File: src/rtl/ahbl_master_arbiter.sv
// ahbl_master_arbiter: AHB-Lite master-port arbiter. It decides which master
// owns the shared address phase and tracks the data-phase owner on its own, so
// a pipelined transfer always completes on the master that issued it.
// Policy: one fixed high-priority master, round-robin among the others, a
// limit on consecutive granted beats, and HMASTLOCK sequences that are never
// split.
// Optional feature: define ARB_HANG_DETECT_EN to build in the bus-hang
// watchdog. Without it, hang_err is tied low.
module ahbl_master_arbiter #(
  parameter int NM             = 2,
  parameter int HIGH_PRIO      = 1,
  parameter int DEFAULT_MASTER = 0,
  parameter int MAX_HOLD       = 16,
  parameter int TIMEOUT        = 1024
) (
  input  logic                  clk,
  input  logic                  rst,
  input  logic [NM-1:0]         req,
  input  logic [NM-1:0]         lock,
  input  logic                  hready,
  output logic [NM-1:0]         grant_addr,
  output logic [NM-1:0]         grant_data,
  output logic [$clog2(NM)-1:0] addr_sel,
  output logic [$clog2(NM)-1:0] data_sel,
  output logic                  hmastlock,
  output logic [NM-1:0]         stall,
  output logic                  hang_err
);

  localparam int SW = $clog2(NM);
  // The hold counter saturates at MAX_HOLD-1, which means "the next beat is the last".
  localparam int HW = (MAX_HOLD > 1) ? $clog2(MAX_HOLD) : 1;

  // HIGH_PRIO == NM (or any out-of-range value) turns fixed priority off.
  localparam logic [NM-1:0] HP_MASK   = (HIGH_PRIO >= 0 && HIGH_PRIO < NM) ?
                                        (NM'(1) << HIGH_PRIO) : {NM{1'b0}};
  localparam logic [SW-1:0] HP_IDX    = SW'((HIGH_PRIO >= 0 && HIGH_PRIO < NM) ? HIGH_PRIO : 0);
  localparam logic [SW-1:0] DEF_IDX   = SW'(DEFAULT_MASTER);
  localparam logic [NM-1:0] DEF_GRANT = NM'(1) << DEFAULT_MASTER;
  localparam logic [HW-1:0] HOLD_LAST = HW'(MAX_HOLD - 1);

  typedef enum logic [1:0] {
    PARK   = 2'd0,
    OWN    = 2'd1,
    LOCKED = 2'd2
  } state_t;

  state_t        state_r;
  logic [HW-1:0] hold_cnt_r;
  logic [SW-1:0] rr_ptr_r;

  logic          owner_req_s;
  logic          owner_lock_s;
  logic          hold_last_s;
  logic [NM-1:0] arb_req_s;
  logic          win_valid_s;
  logic [SW-1:0] win_idx_s;
  logic          win_hp_s;
  state_t        rearb_state_s;
  logic [NM-1:0] rearb_grant_s;
  logic [SW-1:0] rearb_sel_s;
  logic [SW-1:0] rearb_rr_s;

  // The high-priority master wins outright. Otherwise scan round-robin,
  // starting just after the last round-robin winner. The high-priority master
  // is excluded implicitly because it is not requesting on that path.
  function automatic logic [SW:0] pick_winner(input logic [NM-1:0] r,
                                              input logic [SW-1:0] ptr);
    logic [SW:0] res;
    int          c;
    res = '0;
    if ((r & HP_MASK) != {NM{1'b0}}) begin
      res = {1'b1, HP_IDX};
    end else begin
      for (int k = 1; k <= NM; k++) begin
        c = (int'(ptr) + k) % NM;
        if (!res[SW] && r[c]) begin
          res = {1'b1, SW'(c)};
        end else begin
          res = res;
        end
      end
    end
    return res;
  endfunction

  // Compute the next-owner candidate and the outcome of a re-arbitration.
  always_comb begin
    owner_req_s  = req[addr_sel];
    owner_lock_s = lock[addr_sel];
    hold_last_s  = (hold_cnt_r >= HOLD_LAST);
    // When parked, every requester is a candidate (including the park master).
    // Otherwise the current owner competes only by keeping its grant.
    arb_req_s    = (state_r == PARK) ? req : (req & ~grant_addr);
    {win_valid_s, win_idx_s} = pick_winner(arb_req_s, rr_ptr_r);
    win_hp_s     = win_valid_s && HP_MASK[win_idx_s];
    if (win_valid_s) begin
      rearb_state_s = OWN;
      rearb_grant_s = NM'(1) << win_idx_s;
      rearb_sel_s   = win_idx_s;
    end else begin
      rearb_state_s = PARK;
      rearb_grant_s = DEF_GRANT;
      rearb_sel_s   = DEF_IDX;
    end
    rearb_rr_s = (win_valid_s && !win_hp_s) ? win_idx_s : rr_ptr_r;
  end

  // Arbitration FSM. It also registers the grant, select, lock and data-phase
  // outputs. Nothing moves while hready is low.
  always_ff @(posedge clk) begin
    if (rst) begin
      state_r    <= PARK;
      grant_addr <= DEF_GRANT;
      addr_sel   <= DEF_IDX;
      grant_data <= {NM{1'b0}};
      data_sel   <= {SW{1'b0}};
      hmastlock  <= 1'b0;
      hold_cnt_r <= {HW{1'b0}};
      rr_ptr_r   <= {SW{1'b0}};
    end else if (hready) begin
      // The address phase accepted on this beat becomes the next data phase.
      grant_data <= grant_addr & {NM{owner_req_s}};
      data_sel   <= owner_req_s ? addr_sel : {SW{1'b0}};
      case (state_r)
        PARK: begin
          if (win_valid_s) begin
            state_r    <= rearb_state_s;
            grant_addr <= rearb_grant_s;
            addr_sel   <= rearb_sel_s;
            hold_cnt_r <= {HW{1'b0}};
            rr_ptr_r   <= rearb_rr_s;
          end else begin
            state_r <= PARK;
          end
        end
        OWN: begin
          if (owner_lock_s) begin
            state_r    <= LOCKED;
            hmastlock  <= 1'b1;
            hold_cnt_r <= {HW{1'b0}};
          end else if (!owner_req_s || (hold_last_s && win_valid_s)) begin
            state_r    <= rearb_state_s;
            grant_addr <= rearb_grant_s;
            addr_sel   <= rearb_sel_s;
            hold_cnt_r <= {HW{1'b0}};
            rr_ptr_r   <= rearb_rr_s;
          end else if (!hold_last_s) begin
            hold_cnt_r <= hold_cnt_r + HW'(1);
          end else begin
            hold_cnt_r <= hold_cnt_r;
          end
        end
        LOCKED: begin
          // The hold limit does not apply here. Once the lock is released,
          // an idle owner hands over on the same beat.
          if (!owner_lock_s) begin
            hmastlock  <= 1'b0;
            hold_cnt_r <= {HW{1'b0}};
            if (!owner_req_s) begin
              state_r    <= rearb_state_s;
              grant_addr <= rearb_grant_s;
              addr_sel   <= rearb_sel_s;
              rr_ptr_r   <= rearb_rr_s;
            end else begin
              state_r <= OWN;
            end
          end else begin
            state_r <= LOCKED;
          end
        end
        default: begin
          state_r    <= PARK;
          grant_addr <= DEF_GRANT;
          addr_sel   <= DEF_IDX;
          hmastlock  <= 1'b0;
          hold_cnt_r <= {HW{1'b0}};
        end
      endcase
    end else begin
      state_r <= state_r;
    end
  end

  assign stall = req & ~grant_addr;

`ifdef ARB_HANG_DETECT_EN
  localparam int TW = $clog2(TIMEOUT + 1);
  logic [TW-1:0] hang_cnt_r;

  // Count consecutive wait states on an active data phase. The flag is sticky
  // until reset.
  always_ff @(posedge clk) begin
    if (rst) begin
      hang_cnt_r <= {TW{1'b0}};
      hang_err   <= 1'b0;
    end else if (hready) begin
      hang_cnt_r <= {TW{1'b0}};
    end else if (grant_data != {NM{1'b0}} && !hang_err) begin
      hang_cnt_r <= hang_cnt_r + TW'(1);
      if (hang_cnt_r == TW'(TIMEOUT - 1)) begin
        hang_err <= 1'b1;
      end else begin
        hang_err <= hang_err;
      end
    end else begin
      hang_cnt_r <= hang_cnt_r;
    end
  end
`else
  // Watchdog not built: the flag stays low. TIMEOUT is only meaningful when
  // the watchdog exists.
  assign hang_err = (TIMEOUT < 0);
`endif

endmodule
File: config.mk
export PLATFORM = sky130hd
export DESIGN_NAME = ahbl_master_arbiter
export DESIGN_NICKNAME = d
export VERILOG_FILES = /design/src/rtl/ahbl_master_arbiter.sv
export SDC_FILE = /design/constraint.sdc
export NUM_CORES = 1
export LEC_CHECK = 0
export ABC_CLOCK_PERIOD_IN_PS = 5700
export CAP_MARGIN = 0
export CORE_AREA = 5 5 46 48
export CTS_CLUSTER_DIAMETER = 60
export CTS_CLUSTER_SIZE = 20
export DETAILED_ROUTE_END_ITERATION = 7
export DIE_AREA = 0 0 51 53
export PLACE_DENSITY_LB_ADDON = 0.08
export SYNTH_ARGS = -nofsm -noshare
export SYNTH_HDL_FRONTEND = slang
export SYNTH_SLANG_ARGS = --single-unit
File: constraint.sdc
create_clock -name clk -period 5.7 [get_ports clk]
set_clock_uncertainty 0.1 [all_clocks]
set_input_delay 0.57 -clock clk [delete_from_list [all_inputs] [get_ports clk]]
set_output_delay 0.57 -clock clk [all_outputs]
set_load 0.05 [all_outputs]
==> impl_metrics.ini, run 1 <==
[outcome]
status = complete, no violations

[synthesis]
synth_area_um2 = 709
yosysSeqAreaShare = 0.310
ys_top_cells_by_area = dfxtp_1 (31%), buf_4 (6.3%), a21oi_1 (4.9%)
ys_warn_count = 0
ys_async_sr_fraction = 0
ys_ff_latch = 11
yosysTopAreaCell = dfxtp_1
synth_edf_count = 0
synth_top_area_frac = 0.310
syn_nets = 92
syn_inst = 84
synthFlopType = dfxtp_1
synth.avg_cell_area_um2 = 8.45
synth_cell_types = 41

[global_routing]
antenna_found_initial = 0
grt_overflow = 0
track_usage = 0.132
grt_pass1_vias = 589
grt_pass1_wl_mm = 2.64
grt_max_degree = 14

[clock_tree]
cts.sinks = 11
clk_latency_ns = 0.27
htree_levels = 1
post_cts_resized = 0
cts_setup_buffers = 0
clockBufferDepth = 2
clk_pin_slew_ns = 0.07
cts_hold_buf = 0
cts_tree = done
cts_buffers = 3
cts_root_buffer = clkbuf_4

[critical_path]
critPathArrivalTime_ns = 2.14
crit_type = in -> out
critPathMostFrequentCell = clkdlybuf4s50_1
crit_buf_inv = 2
rr_worst_depth = 5
crit_family = buffers and inverters
critPathLaunchType = input pin
end_kind = primary output
path_cells = clkdlybuf4s50_1 -> nor2b_4 -> clkdlybuf4s50_1
cp_slowest_stage_delay_ns = 0.81
required_ns = 5.03
cp_max_fo = 7
regToRegSetupSlack_ns = 3.61
r2r-end = grant_addr[1]
slowest_stage = clkdlybuf4s50_1
r2r-start = state_r[0]

[pwr]
powerDensity_nw_per_um2 = 239
finalPower_mw = 0.204
vdd_ir_drop_max_uv = 121
leakage_nw = 0.302

[finish]
nets = 104
layout_common_cells = clkdlybuf4s50_1 (15), dfxtp_1 (11), nor2_1 (8)
syn_to_final_growth_pct = 20.5
final_common_cell = clkdlybuf4s50_1
finalCoreUtilization = 0.512
antennaDiodeCount = 0
drive_gt1_frac = 0.0842
fin_area_um2 = 855
final_cells = 112

[timing]
setup_viol = 0
final.setup.tns_ns = 0
fin_ws_ns = 2.89
min_period_ns = 2.81
holdWs_ns = 0.378
period_share = 0.493
grt_setup_unrepaired = false
relSlewSlack = 0.668
drv_slew = 0
worst_pin_slew_ns = 0.496
final-hold-violation-count = 0
fmax_mhz = 356

[placed_design]
pre_cts_slack_ns = 2.90
dp.cells = 108
placed_cell_area_um2 = 828
port_buffers = 15
routabilityCongestion = 0.722
hpwlAfterDp_mm = 1.14

[drt]
wire_per_inst_um = 14.3
firstDrtPassIters = 4
avgViaCountPerCell = 5.83
num_vias = 653
drt-initial-drc-count = 6
wl_mm = 1.60
ant_nets = 0
remaining_drc_errors = 0

[worst_hold_path]
hold_end = grant_data[0]
worstHoldStart = grant_data[0]
hold_class = reg -> reg
hold_depth = 2

[run]
max_cap_viol_count = 0

[floorplanning]
start_util = 0.425
dieWidth_um = 51
core_area_um2 = 1670
die_h_um = 53
rows = 15
die_area_um2 = 2700
pin_count = 17
[worst max path at each step]
stage               cells after the start  slack (ns)            end           from
floorplan                               5        3.26  grant_addr[1]  grant_addr[0]
CTS                                     3        2.89       stall[1]         req[1]
global route                            3        2.85       stall[1]         req[1]
finish                                  3        2.89       stall[1]         req[1]
detailed placement                      6        2.90  grant_addr[1]         req[1]
global placement                        3        2.92       stall[0]         req[0]
[registers in the layout, summed over array words and instances (netlist names)]
signal / cells
grant_addr: 2
hmastlock: 1
grant_data: 2
state_r: 2
hold_cnt_r: 4
[routing by layer]
layer  up-vias  share of wire  track usage
li1        330              -            -
met1       292           0.48        0.169
met2        27           0.41        0.200
met3         4          0.089       0.0451
met4         0          0.014       0.0538
met5         -              0            0
[cells by family after synthesis]
logic type                 share of synthesized area
adders and majority gates                     0.0317
other                                        0.00529
muxes                                         0.0758
DFF                                            0.310
AOI/OAI and AO/OA                              0.236
buffers and inverters                         0.0847
and+or+nand+nor                                0.256
[synth_stat cells (all sizes together), types with 2 or more instances]
cell and count:
a21oi 7, buf 6, clkbuf 2, dfxtp 11, inv 2, mux2 3
mux2i 2, nand2 4, nand2b 2, nand3 5, nor2 8, nor2b 3
o21ai 3
[report_power, final]
part	total, mW	leakage [nW]	switching [mW]	internal (mW)
Combinational	0.0620	0.198	0.0373	0.0247
Clock	0.0546	0.0150	0.0275	0.0271
Sequential	0.0875	0.0896	0.00642	0.0811
Total	0.204	0.302	0.0712	0.133
[worst reg2reg max path, cell delays in order (launching register included)]
cell	delay, ns
dfxtp_1	0.49
inv_1	0.14
a311o_1	0.40
a41o_1	0.27
a32oi_2	0.25
mux2_1	0.34
[cell type report]
class / count / area (um^2)
sequential: 11 / 220
clock buffer: 4 / 26.3
multi-input combinational: 63 / 429
timing repair buffer: 15 / 150
inverter: 2 / 7.51
tap: 17 / 21.3
fill: 166 / 816
(Power assumes the default switching activity.)
==> run 2: changes to the inputs <==
--- a/config.mk
+++ b/config.mk
@@ -5,13 +5,13 @@
 export SDC_FILE = /design/constraint.sdc
 export NUM_CORES = 1
 export LEC_CHECK = 0
-export ABC_CLOCK_PERIOD_IN_PS = 5700
+export ABC_CLOCK_PERIOD_IN_PS = 2450
 export CAP_MARGIN = 0
-export CORE_AREA = 5 5 46 48
+export CORE_AREA = 5 5 48 50
 export CTS_CLUSTER_DIAMETER = 60
 export CTS_CLUSTER_SIZE = 20
 export DETAILED_ROUTE_END_ITERATION = 7
-export DIE_AREA = 0 0 51 53
+export DIE_AREA = 0 0 53 55
 export PLACE_DENSITY_LB_ADDON = 0.08
 export SYNTH_ARGS = -nofsm -noshare
 export SYNTH_HDL_FRONTEND = slang
==> constraint.sdc (replaced) <==
create_clock -name clk -period 2.45 [get_ports clk]
set_clock_uncertainty 0.1 [all_clocks]
set_input_delay 0.245 -clock clk [delete_from_list [all_inputs] [get_ports clk]]
set_output_delay 0.245 -clock clk [all_outputs]
set_load 0.05 [all_outputs]
==> run 2 against run 1 <==
Against the previous run:
- worst hold slack lost 0.0090 ns
- first-iteration DRC count grew 130%
- clock power grew 130%
- sequential cell count is the same
- utilization shrank 4.1 points
- critical path depth grew 3
- setup slack lost 2.6 ns
- largest power group unchanged
==> impl_metrics.ini, run 2 (synthesized netlist as in run 1, its figures left out) <==
[outcome]
status = complete, no violations

[finish]
drive_gt1_frac = 0.124
final_common_cell = clkdlybuf4s50_1
regMostFlops = hold_cnt_r
nets = 106
largest_reg_flops = 4
syn_to_final_growth_pct = 23.6
antennaDiodeCount = 0
layout_common_cells = clkdlybuf4s50_1 (13), dfxtp_1 (11), nor2_1 (8)

[drt]
firstDrtPassIters = 4
drt-initial-drc-count = 14
wire_per_inst_um = 13.4
ant_nets = 0
num_vias = 653
remaining_drc_errors = 0
avgViaCountPerCell = 5.27
wl_mm = 1.66

[floorplanning]
core_area_um2 = 1860
dieWidth_um = 53
pin_count = 17
rows = 16
die_h_um = 55
start_util = 0.381
die_area_um2 = 2920

[global_routing]
track_usage = 0.130
antenna_found_initial = 0
grt_pass1_wl_mm = 2.75
grt_max_degree = 14
grt_overflow = 0
grt_pass1_vias = 619

[timing]
grt_setup_unrepaired = false
setup_viol = 0
final.setup.tns_ns = 0
fmax_mhz = 473
worst_pin_slew_ns = 0.504
relSlewSlack = 0.663
period_share = 0.863
final-hold-violation-count = 0
min_period_ns = 2.11
drv_slew = 0

[pwr]
powerDensity_nw_per_um2 = 546
leakage_nw = 0.314
internal_power_mw = 0.312
power.share.sequential = 0.424
p_sw_mw = 0.167
pwr-share-clk = 0.266
comb_power_share = 0.310
switching_share = 0.349
finalPower_mw = 0.479
vdd_ir_drop_max_uv = 294

[clock_tree]
cts_buffers = 3
cts_tree = done
clk_latency_ns = 0.27
cts.sinks = 11
post_cts_resized = 0
cts_setup_buffers = 0
clockBufferDepth = 2
htree_levels = 1
cts_hold_buf = 0
cts_root_buffer = clkbuf_4
clk_pin_slew_ns = 0.07

[critical_path]
critPathArrivalTime_ns = 2.18
slowest_stage = clkdlybuf4s50_1
end_kind = flop
path_cells = clkdlybuf4s50_1 -> or2_0 -> a311o_1 -> a41o_1 -> a32oi_2 -> mux2_1
critPathLaunchType = input pin
cp_max_fo = 5
cp_slowest_stage_delay_ns = 0.47
crit_type = in -> reg
required_ns = 2.52

[placed_design]
routabilityCongestion = 0.813
hpwlAfterDp_mm = 1.15
port_buffers = 15

[worst_hold_path]
hold_class = reg -> reg

[run]
max_cap_viol_count = 0
[run 2: metrics by stage]
| step | hold WS [ns] | utilization | setup WS (ns) | instance area (um^2) | cells |
|---|---|---|---|---|---|
| after global routing | 0.403 | 0.471 | 0.223 | 877 | 124 |
| after detailed placement | 0.361 | 0.457 | 0.0614 | 851 | 120 |
| after CTS | 0.374 | 0.471 | 0.335 | 877 | 124 |
| after floorplan | 0.308 | - | 0.0101 | 709 | 84 |
| after global placement | 0.358 | 0.457 | 0.103 | 851 | 120 |
| final | 0.369 | 0.471 | 0.335 | 877 | 124 |
[run 2: path summary, 6_finish.rpt]
path	slack, ns	start	endpoint	cells past startpoint
hold / removal	0.37	grant_data[0]	grant_data[0]	2
setup reg to reg	0.41	grant_addr[1]	grant_addr[1]	5
setup / recovery	0.34	req[0]	grant_addr[1]	6
hold reg to reg	0.37	grant_data[0]	grant_data[0]	2
[run 2: worst max-delay path, delay by kind of cell]
kind,cells,cell delay (ns)
AOI/OAI and AO/OA,3,0.88
buffers and inverters,1,0.47
muxes,1,0.34
and+or+nand+nor,1,0.24
[run 2: per-layer routing]
metal	vias up	GRT usage	share of wire
met1	295	0.158	0.46
met2	22	0.207	0.44
met3	5	0.0375	0.081
met4	0	0.0723	0.019
met5	-	0	0
li1	331	-	-
[run 2: final cells by class]
type	instances	area, um^2
Sequential cell	11	220
Clock buffer	4	26.3
Tap cell	27	33.8
Inverter	2	7.51
Multi-Input combinational cell	63	429
Timing Repair Buffer	17	160
Fill cell	202	985
[run 2: power by group through the flow]
stage                     logic (mW)  registers, mW  clock network (mW)
after floorplan               0.0929          0.222                   0
after global placement         0.148          0.208                   0
after detailed placement       0.147          0.208                   0
after CTS                      0.149          0.203               0.134
after global routing           0.160          0.205               0.143
final                          0.148          0.203               0.128
==> run 3: changes to the inputs <==
--- a/config.mk
+++ b/config.mk
@@ -13,6 +13,7 @@
 export DETAILED_ROUTE_END_ITERATION = 7
 export DIE_AREA = 0 0 53 55
 export PLACE_DENSITY_LB_ADDON = 0.08
+export SLEW_MARGIN = 20
 export SYNTH_ARGS = -nofsm -noshare
 export SYNTH_HDL_FRONTEND = slang
 export SYNTH_SLANG_ARGS = --single-unit
==> results of run 3 <==
The final DEF is identical to that of run 2; final timing and power are the same.
